==> src/rtl/qdec_pkg.sv <==
// Shared constants and transition decode for the quadrature decoder.
package qdec_pkg;

  // Phase-pair encoding {A,B}; listed in up-count (A leads B) order.
  localparam logic [1:0] QS_00 = 2'b00;
  localparam logic [1:0] QS_10 = 2'b10;
  localparam logic [1:0] QS_11 = 2'b11;
  localparam logic [1:0] QS_01 = 2'b01;

  localparam logic DIR_UP   = 1'b1;
  localparam logic DIR_DOWN = 1'b0;

  typedef enum logic [1:0] {
    StepNone,
    StepUp,
    StepDown,
    StepIllegal
  } step_e;

  // True when cur is the next state after prev in the up sequence.
  function automatic logic qdec_is_up(input logic [1:0] prev, input logic [1:0] cur);
    return ((prev == QS_00) && (cur == QS_10)) ||
           ((prev == QS_10) && (cur == QS_11)) ||
           ((prev == QS_11) && (cur == QS_01)) ||
           ((prev == QS_01) && (cur == QS_00));
  endfunction

  // True when cur is the next state after prev in the down sequence.
  function automatic logic qdec_is_down(input logic [1:0] prev, input logic [1:0] cur);
    return qdec_is_up(cur, prev);
  endfunction

  // Classify one sampled transition; both bits changing is illegal.
  function automatic step_e qdec_decode(input logic [1:0] prev, input logic [1:0] cur);
    if (qdec_is_up(prev, cur)) begin
      return StepUp;
    end else if (qdec_is_down(prev, cur)) begin
      return StepDown;
    end else if (prev == cur) begin
      return StepNone;
    end
    return StepIllegal;
  endfunction

endpackage

==> src/rtl/qdec_sync.sv <==
// Single-phase input conditioning: SYNC_STAGES-deep synchronizer, optionally followed
// by a stability filter when QDEC_GLITCH_FILTER_EN is defined.
module qdec_sync #(
  parameter int unsigned SYNC_STAGES = 2,
  parameter int unsigned FILTER_LEN  = 3
) (
  input  logic clk,
  input  logic reset,
  input  logic d_in,
  output logic d_out
);

  // Elaboration-time legality checks.
  if (SYNC_STAGES < 2) begin : g_bad_sync_stages
    $error("qdec_sync: SYNC_STAGES must be >= 2");
  end
  if (FILTER_LEN < 2) begin : g_bad_filter_len
    $error("qdec_sync: FILTER_LEN must be >= 2");
  end

  logic [SYNC_STAGES-1:0] sync_q;
  logic                   sync_out;

  // Shift the asynchronous input through the synchronizer chain.
  always_ff @(posedge clk or posedge reset) begin
    if (reset) begin
      sync_q <= '0;
    end else begin
      sync_q <= {sync_q[SYNC_STAGES-2:0], d_in};
    end
  end

  assign sync_out = sync_q[SYNC_STAGES-1];

`ifdef QDEC_GLITCH_FILTER_EN
  localparam int unsigned CntW = $clog2(FILTER_LEN);

  logic            filt_q;
  logic [CntW-1:0] stab_cnt_q;

  // Accept a new level only after it has differed from the output for FILTER_LEN cycles.
  always_ff @(posedge clk or posedge reset) begin
    if (reset) begin
      filt_q     <= 1'b0;
      stab_cnt_q <= '0;
    end else if (sync_out == filt_q) begin
      stab_cnt_q <= '0;
    end else if (stab_cnt_q == CntW'(FILTER_LEN - 1)) begin
      filt_q     <= sync_out;
      stab_cnt_q <= '0;
    end else begin
      stab_cnt_q <= stab_cnt_q + CntW'(1);
    end
  end

  assign d_out = filt_q;
`else
  assign d_out = sync_out;
`endif

endmodule

==> src/rtl/quad_decoder.sv <==
// Quadrature A/B decoder: registered step pulses, wrapping position count and a sticky
// illegal-transition flag. Optional input glitch filter: QDEC_GLITCH_FILTER_EN.
module quad_decoder
  import qdec_pkg::*;
#(
  parameter int unsigned CNT_W       = 4,
  parameter int unsigned SYNC_STAGES = 2,
  parameter int unsigned FILTER_LEN  = 3
) (
  input  logic             clk,
  input  logic             reset,
  input  logic             a_in,
  input  logic             b_in,
  input  logic             clear,
  output logic             step_valid,
  output logic             step_dir,
  output logic [CNT_W-1:0] count,
  output logic             wrap,
  output logic             err
);

  // Synchronized state only reflects the pins once the reset zeros have drained out of
  // the input path, so priming waits that long before arming the decoder.
`ifdef QDEC_GLITCH_FILTER_EN
  localparam int unsigned PrimeLen = SYNC_STAGES + FILTER_LEN;
`else
  localparam int unsigned PrimeLen = SYNC_STAGES;
`endif
  localparam int unsigned PcW = $clog2(PrimeLen + 1);

  logic             a_sync, b_sync;
  logic [1:0]       s;
  logic [1:0]       prev_q;
  logic [PcW-1:0]   prime_cnt_q;
  logic             primed_q;
  step_e            step_kind;
  logic             step_up, step_dn;
  logic             step_valid_q, step_dir_q, wrap_q, err_q;
  logic             step_valid_d, step_dir_d, wrap_d, err_d;
  logic [CNT_W-1:0] count_q, count_d;

  qdec_sync #(
    .SYNC_STAGES(SYNC_STAGES),
    .FILTER_LEN (FILTER_LEN)
  ) u_sync_a (
    .clk  (clk),
    .reset(reset),
    .d_in (a_in),
    .d_out(a_sync)
  );

  qdec_sync #(
    .SYNC_STAGES(SYNC_STAGES),
    .FILTER_LEN (FILTER_LEN)
  ) u_sync_b (
    .clk  (clk),
    .reset(reset),
    .d_in (b_in),
    .d_out(b_sync)
  );

  assign s = {a_sync, b_sync};

  // Count cycles after reset release until the synchronized state is trustworthy.
  always_ff @(posedge clk or posedge reset) begin
    if (reset) begin
      prime_cnt_q <= '0;
      primed_q    <= 1'b0;
    end else if (!primed_q) begin
      if (prime_cnt_q == PcW'(PrimeLen)) begin
        primed_q <= 1'b1;
      end else begin
        prime_cnt_q <= prime_cnt_q + PcW'(1);
      end
    end
  end

  // Classify the transition and form next-state values for count and flags.
  always_comb begin
    step_kind = StepNone;
    if (primed_q) begin
      step_kind = qdec_decode(prev_q, s);
    end
    step_up      = (step_kind == StepUp);
    step_dn      = (step_kind == StepDown);
    step_valid_d = step_up | step_dn;
    step_dir_d   = step_up ? DIR_UP : DIR_DOWN;

    wrap_d  = 1'b0;
    count_d = count_q;
    err_d   = err_q;
    if (clear) begin
      // Clear wins over a coincident step; the step is still reported.
      count_d = '0;
      err_d   = 1'b0;
    end else begin
      if (step_up) begin
        count_d = count_q + CNT_W'(1);
        wrap_d  = (count_q == {CNT_W{1'b1}});
      end else if (step_dn) begin
        count_d = count_q - CNT_W'(1);
        wrap_d  = (count_q == '0);
      end
      if (step_kind == StepIllegal) begin
        err_d = 1'b1;
      end
    end
  end

  // Register decoded outputs; prev_q tracks the synchronized state every cycle.
  always_ff @(posedge clk or posedge reset) begin
    if (reset) begin
      prev_q       <= QS_00;
      step_valid_q <= 1'b0;
      step_dir_q   <= 1'b0;
      wrap_q       <= 1'b0;
      count_q      <= '0;
      err_q        <= 1'b0;
    end else begin
      prev_q       <= s;
      step_valid_q <= step_valid_d;
      step_dir_q   <= step_dir_d;
      wrap_q       <= wrap_d;
      count_q      <= count_d;
      err_q        <= err_d;
    end
  end

  assign step_valid = step_valid_q;
  assign step_dir   = step_dir_q;
  assign wrap       = wrap_q;
  assign count      = count_q;
  assign err        = err_q;

endmodule

==> config.mk <==
export PLATFORM = sky130hd
export DESIGN_NAME = quad_decoder
export DESIGN_NICKNAME = d
export VERILOG_FILES = /design/src/rtl/qdec_pkg.sv /design/src/rtl/qdec_sync.sv /design/src/rtl/quad_decoder.sv
export SDC_FILE = /design/constraint.sdc
export NUM_CORES = 1
export LEC_CHECK = 0
export BUFFER_PORTS_ARGS = -buffer_cell sky130_fd_sc_hd__buf_2
export CORE_MARGIN = 4
export CORE_UTILIZATION = 50
export CTS_BUF_LIST = sky130_fd_sc_hd__clkbuf_4
export CTS_CLUSTER_DIAMETER = 100
export CTS_CLUSTER_SIZE = 14
export DETAILED_ROUTE_END_ITERATION = 8
export PLACE_DENSITY = 0.72
export SETUP_SLACK_MARGIN = 0.4
export SYNTH_ARGS = -nofsm -noshare
export SYNTH_HDL_FRONTEND = slang
export SYNTH_HIERARCHICAL = 1
export SYNTH_SLANG_ARGS = --single-unit
==> constraint.sdc <==
create_clock -name clk -period 5.82 [get_ports clk]
set_input_delay 0.582 -clock clk [delete_from_list [all_inputs] [get_ports clk]]
set_output_delay 0.582 -clock clk [all_outputs]
set_load 0.02 [all_outputs]
### Word-level counts from Yosys, hierarchy flattened

Cells that the tools add are included.

| operators by class | value |
|---|---|
| reduce and logical (&&, ||, !) cells | 20 |
| add/subtract/negate cells | 3 |
| bitwise gates (word level) | 3 |
| mux-type cells | 20 |
| equal/unequal tests | 12 |

Operators by type and width:

| cell | count |
|---|---|
| == test 2 bit, second input constant | 7 |
| 2-to-1 mux 1 bit | 12 |
| 2-to-1 mux 4 bit | 3 |
| 2-to-1 mux 2 bit | 5 |
| logical AND 1 bit | 8 |
| == test 2 x 1 -> 1 bit, second input constant | 3 |
| logical OR 1 bit | 6 |
| adder 4 x 1 -> 4 bit, second input constant | 1 |
| == test 4 bit, second input constant | 1 |
| zero test 2 bit | 2 |
| zero test 4 bit | 1 |
| subtractor 4 x 1 -> 4 bit, second input constant | 1 |
| nonzero test 3 bit | 1 |
| adder 2 x 1 -> 2 bit, second input constant | 1 |
| == test 2 bit | 1 |
| NOT 1 bit | 2 |
| AND reduction 2 bit | 1 |
| nonzero test 2 bit | 1 |
| bitwise OR 1 bit | 1 |

| storage, ports and cells | value |
|---|---|
| logic and storage cells | 68 |
| register bits | 17 |
| output and inout bits | 8 |
| input port bits | 5 |

### Depth between registers and ports, before layout

| logic depth | value |
|---|---|
| depth in word-level cells | 14 |
| depth in mapped cells | 8 |
| mapped depth without buffers | 8 |

### Hierarchy

The synthesis kept the hierarchy.

Modules (own cells, without submodules):

| module | sequential area each (µm²) | area an instance (µm²) | instances | cells an instance |
|---|---|---|---|---|
| quad_decoder | 325.3 | 705.7 | 1 | 67 |
| qdec_sync | 50.0 | 53.8 | 2 | 3 |

### Worst setup path after synthesis

No wires, ideal clock.

| path | value |
|---|---|
| path type | register -> register |
| start point | register prev_q[1] |
| end point | register count_q[3] (netlist: count[3]) |
| data required time | 5743 ps |
| slack | 3773 ps |
| buffers on the path | 0 |
| clock period less this slack | 2047 ps |
| stages on the path, launching flop included | 8 |
| library setup time | 77 ps |
| arrival time | 1970 ps |
| path through | dfrtp_1 > xnor2_1 > nand3_1 > ha_1 > o21ai_0 > o311ai_1 > a2111o_1 > a21oi_1 |

| between the ends | value |
|---|---|
| cells in the longest elaborated chain, start to end | 13 |
| elaborated cells on any way between the ends | 32 |
| those cells by class | 6 x eq/ne; 10 x mux; 16 x reduce/logical |

RTL lines:

| element | RTL line | source |
|---|---|---|
| start, declared | quad_decoder.sv:33 | `logic [1:0] prev_q;` |
| start signal, assigned | quad_decoder.sv:120 | `prev_q <= s;` |
| == test 2 bit (on tied branches) | qdec_pkg.sv:22, qdec_pkg.sv:23, qdec_pkg.sv:24 |  |
| logical AND 1 bit (on tied branches) | qdec_pkg.sv:22, qdec_pkg.sv:23 |  |
| logical OR 1 bit | qdec_pkg.sv:22 | `return ((prev == QS_00) && (cur == QS_10)) \|\|` |
| logical OR 1 bit | qdec_pkg.sv:23 | `((prev == QS_10) && (cur == QS_11)) \|\|` |
| logical OR 1 bit | qdec_pkg.sv:24 | `((prev == QS_11) && (cur == QS_01)) \|\|` |
| 2-to-1 mux 1 bit | qdec_pkg.sv:37 | `end else if (qdec_is_down(prev, cur)) begin` |
| 2-to-1 mux 1 bit | qdec_pkg.sv:35 | `if (qdec_is_up(prev, cur)) begin` |
| 2-to-1 mux 1 bit | quad_decoder.sv:81 | `if (primed_q) begin` |
| 2-to-1 mux 2 bit (*) | qdec_pkg.sv:42 | `return StepIllegal;` |
| 2-to-1 mux 2 bit (*) | quad_decoder.sv:81 |  |
| == test 2 x 1 -> 1 bit | quad_decoder.sv:84 | `step_up = (step_kind == StepUp);` |
| 2-to-1 mux 4 bit | quad_decoder.sv:97 | `if (step_up) begin` |
| 2-to-1 mux 4 bit | quad_decoder.sv:92 | `if (clear) begin` |
| end signal, assigned | quad_decoder.sv:124 | `count_q <= count_d;` |
| end, declared | quad_decoder.sv:40 | `logic [CNT_W-1:0] count_q, count_d;` |

Mark *: on every way between the ends. The rest lies on a longest branch, timed or not. The select of a mux whose other input is x is not followed.
A chain may end at the register's enable or synchronous reset.

### Worst setup path after layout

Same ends and word-level chain as after synthesis.

==> summary.md <==
| Metric | Value |
|---|---|
| Status | finished, final reports clean |
| Final Slew Violations | 0 |
| Share of synthesized flip-flops with an asynchronous set or reset | 100% |
| Crit share post-route | 39.8% |
| Number of nets with antenna violations after routing | 0 |
| Share of cells above drive strength 1 | 23.0% |
| M3 GR Usage | 3.99% |
| DIE AREA | 0.00234 mm² |
| Max H-tree Level | 1 |
| Die width | 48.3 µm |
| Worst relative slew slack | 65.7% |
| Pin count of the biggest net entering global routing | 14 |
| Initial drt markers | 25 |
| Synth cell count leaders | 17 x dfrtp_1, 9 x inv_1, 6 x xnor2_1 |
| Via count | 580 |
| DPL Wire Length | 1070 µm |
| Total global-route track usage | 13.4% |
| Final min period | 2.31 ns |
| Worst Path Required | 6.05 ns |
| First-pass GRT wire length | 2350 µm |
| CTS Hold Buffers Added | 0 |
| Layout Skew | 0.00732 ns |
| Core ar. | 0.00152 mm² |
| Setup tns final | 0 ns |
| GR Util met2 | 20.9% |
| Power per cell area | 333 mW/mm² |
| Switch share | 35.7% |
| Max IR drop VDD | 0.000166 V |
| P_leak | 0.427 nW |
| Worst Setup End Kind | flop |
| Worst-margin pin slew | 0.514 ns |
| Synth Warn # | 6 |
| Most frequently used flop master after synthesis | dfrtp_1 |
| Max-Cap Viols | 0 |
| Layout net count | 96 |
| Setup-failing EPs final | 0 |
| Part of the power in the clock network | 21.6% |
| Synth Area in Compound Gates | 14.6% |
| Final wirelength | 1480 µm |
| Post-synthesis xor/xnor area fraction | 13.7% |
| Num Clock Sinks | 17 |
| Synth cell types | 26 |
| Drt via density | 5.63 |
| Hold Vio Cnt, Final | 0 |
| Yosys top cell area share | 52.3% |
| Adder-cell share of the synthesized area | 4.62% |
| Share of total power in combinational logic | 30.7% |
| Worst hold path class | input pin to async pin |
| Gr ovfl total | 0 |
| Clock-pin slew of the registers on the worst-case setup and hold paths | 0.11 ns |
| Setup crit start kind | flop |
| CTS max path bufs | 2 |
| Setup bufs post-CTS | 0 |
| Sequential power share | 47.8% |
| Synthesized Nets | 81 |
| Diodes inserted | 0 |
| Num CTS Buffers | 3 |
| Dominant cell type by area after synthesis | dfrtp_1 |
| CTS tree | yes |
| Mux share of post-synthesis cell area | 0% |
| Vias in the first global route | 534 |
| Wirelength per Cell | 14.4 µm |
| Root buffer cell | clkbuf_4 |
| Mapped cell area | 813 µm² |
| DRC violations left | 0 |
| Post_cts resized | 0 |
| Initial Util | 53.4% |
| Gr busiest metal | met2 |
| Internal cell power | 0.195 mW |
| Die Y | 48.3 µm |
| Final GP Congestion | 0.893 |
| Post-Synth Simple-Gate Area | 9.23% |
| CP Max Fanout | 4 |
| Final Instance Area | 912 µm² |
| EDFF count, synth | 0 |
| Sequential element share of the synthesized area | 52.3% |
| FMAX | 432 MHz |
| DP Area | 882 µm² |
| P&R area growth vs syn | 12.2% |
| Yosys reg bits | 17 |
| First-pass DRT Iterations | 4 |
| Switch Pwr | 0.108 mW |
| M1 GR Usage | 16.0% |
| Clk_lat worst skew | 0.30 ns |
| Initial antenna violation count | 0 |
| CP Class | flop to flop |
| Cell Rows | 14 |
| RSZ-0062 raised after global routing | no |
| Cell with the most instances after synthesis | dfrtp_1 |
| Top cells by area, synth | dfrtp_1 52%, xnor2_1 6.5%, ha_1 4.6% |
| Largest family of logic cells by synthesized area | compound AO/OA/AOI/OAI gates |
| Worst Path Arrival | 2.54 ns |
| IO buf count | 12 |
| Post-Syn Instances | 73 |
| I/O Pins | 13 |
| Avg Cell Area, Syn | 11.1 µm² |
[layer usage]
metal	up-vias	part of all wire (%)	routed length, µm
met3	2	6.2	91
met1	272	43	633
met4	0	0.81	12
met5	-	0	0
li1	285	-	-
met2	21	50	742
[final cells by class]
class	count	area, µm²
Timing Repair Buffer	12	60.1
Clock inverter	1	7.51
Inverter	9	33.8
Fill cell	133	612
Sequential cell	17	425
Multi-Input combinational cell	45	343
Tap cell	16	20.0
Clock buffer	3	22.5
[power groups by stage]
stage                     logic, mW  registers [mW]  clock network (mW)
after floorplan              0.0564           0.158                   0
after global placement       0.0910           0.146                   0
after detailed placement     0.0923           0.147                   0
after CTS                    0.0926           0.145              0.0682
after global routing          0.101           0.148              0.0754
final                        0.0932           0.145              0.0656
[worst max-delay path, cell delays in order (launching register included)]
cell and delay [ns]:
dfrtp_1 0.45, xnor2_1 0.36, nand3_1 0.24, ha_1 0.38
o21ai_0 0.12, o311ai_1 0.15, a2111o_1 0.41, a21oi_1 0.13
[registers in the layout, summed over array words and instances, names as in the netlist]
signal / count
err: 1
step_dir: 1
u_sync_b/sync_q: 2
wrap: 1
u_sync_a/sync_q: 2
prev_q: 2
primed_q: 1
step_valid: 1
count: 4
prime_cnt_q: 2
[logic make-up after synthesis]
family                   Yosys count
AO/OA/AOI/OAI                     17
XOR/XNOR                          11
adder cells (fa/ha/maj)            3
buffers and inverters             11
flip-flops                        17
AND/OR/NAND/NOR                   14
[worst paths after layout]
path / from / endpoint / slack (ns) / cells past startpoint
max in group asynchronous: reset / prev_q[1] / 5.16 / 2
hold / removal: reset / u_sync_b/sync_q[0] / 0.13 / 2
setup / recovery: prev_q[1] / count[3] / 3.51 / 7
min in group clk: u_sync_a/sync_q[0] / u_sync_a/sync_q[1] / 0.36 / 0
hold reg to reg: u_sync_a/sync_q[0] / u_sync_a/sync_q[1] / 0.36 / 0
setup reg to reg: prev_q[1] / count[3] / 3.51 / 7
[metrics by stage]
step / setup WS [ns] / util (%) / total power [mW] / cells / hold WS [ns]
4_1_cts: 3.56 / 59.9 / 0.306 / 103 / 0.122
2_1_floorplan: 3.77 / - / 0.214 / 73 / 0.323
5_1_grt: 3.36 / 59.9 / 0.324 / 103 / 0.106
3_3_place_gp: 3.69 / 57.9 / 0.237 / 99 / 0.341
6_report: 3.51 / 59.9 / 0.304 / 103 / 0.126
3_5_place_dp: 3.58 / 57.9 / 0.239 / 99 / 0.336
[cells in the final DEF (no fill, tap or decap), types with 3 or more instances in the layout]
cell type and instances:
xor2_1 3, nor2_1 3, inv_1 9, clkbuf_4 3, ha_1 3, xnor2_1 6
nor4_1 4, buf_2 12, a21oi_1 5, dfrtp_1 17
Power figures use the tool's default switching activity.
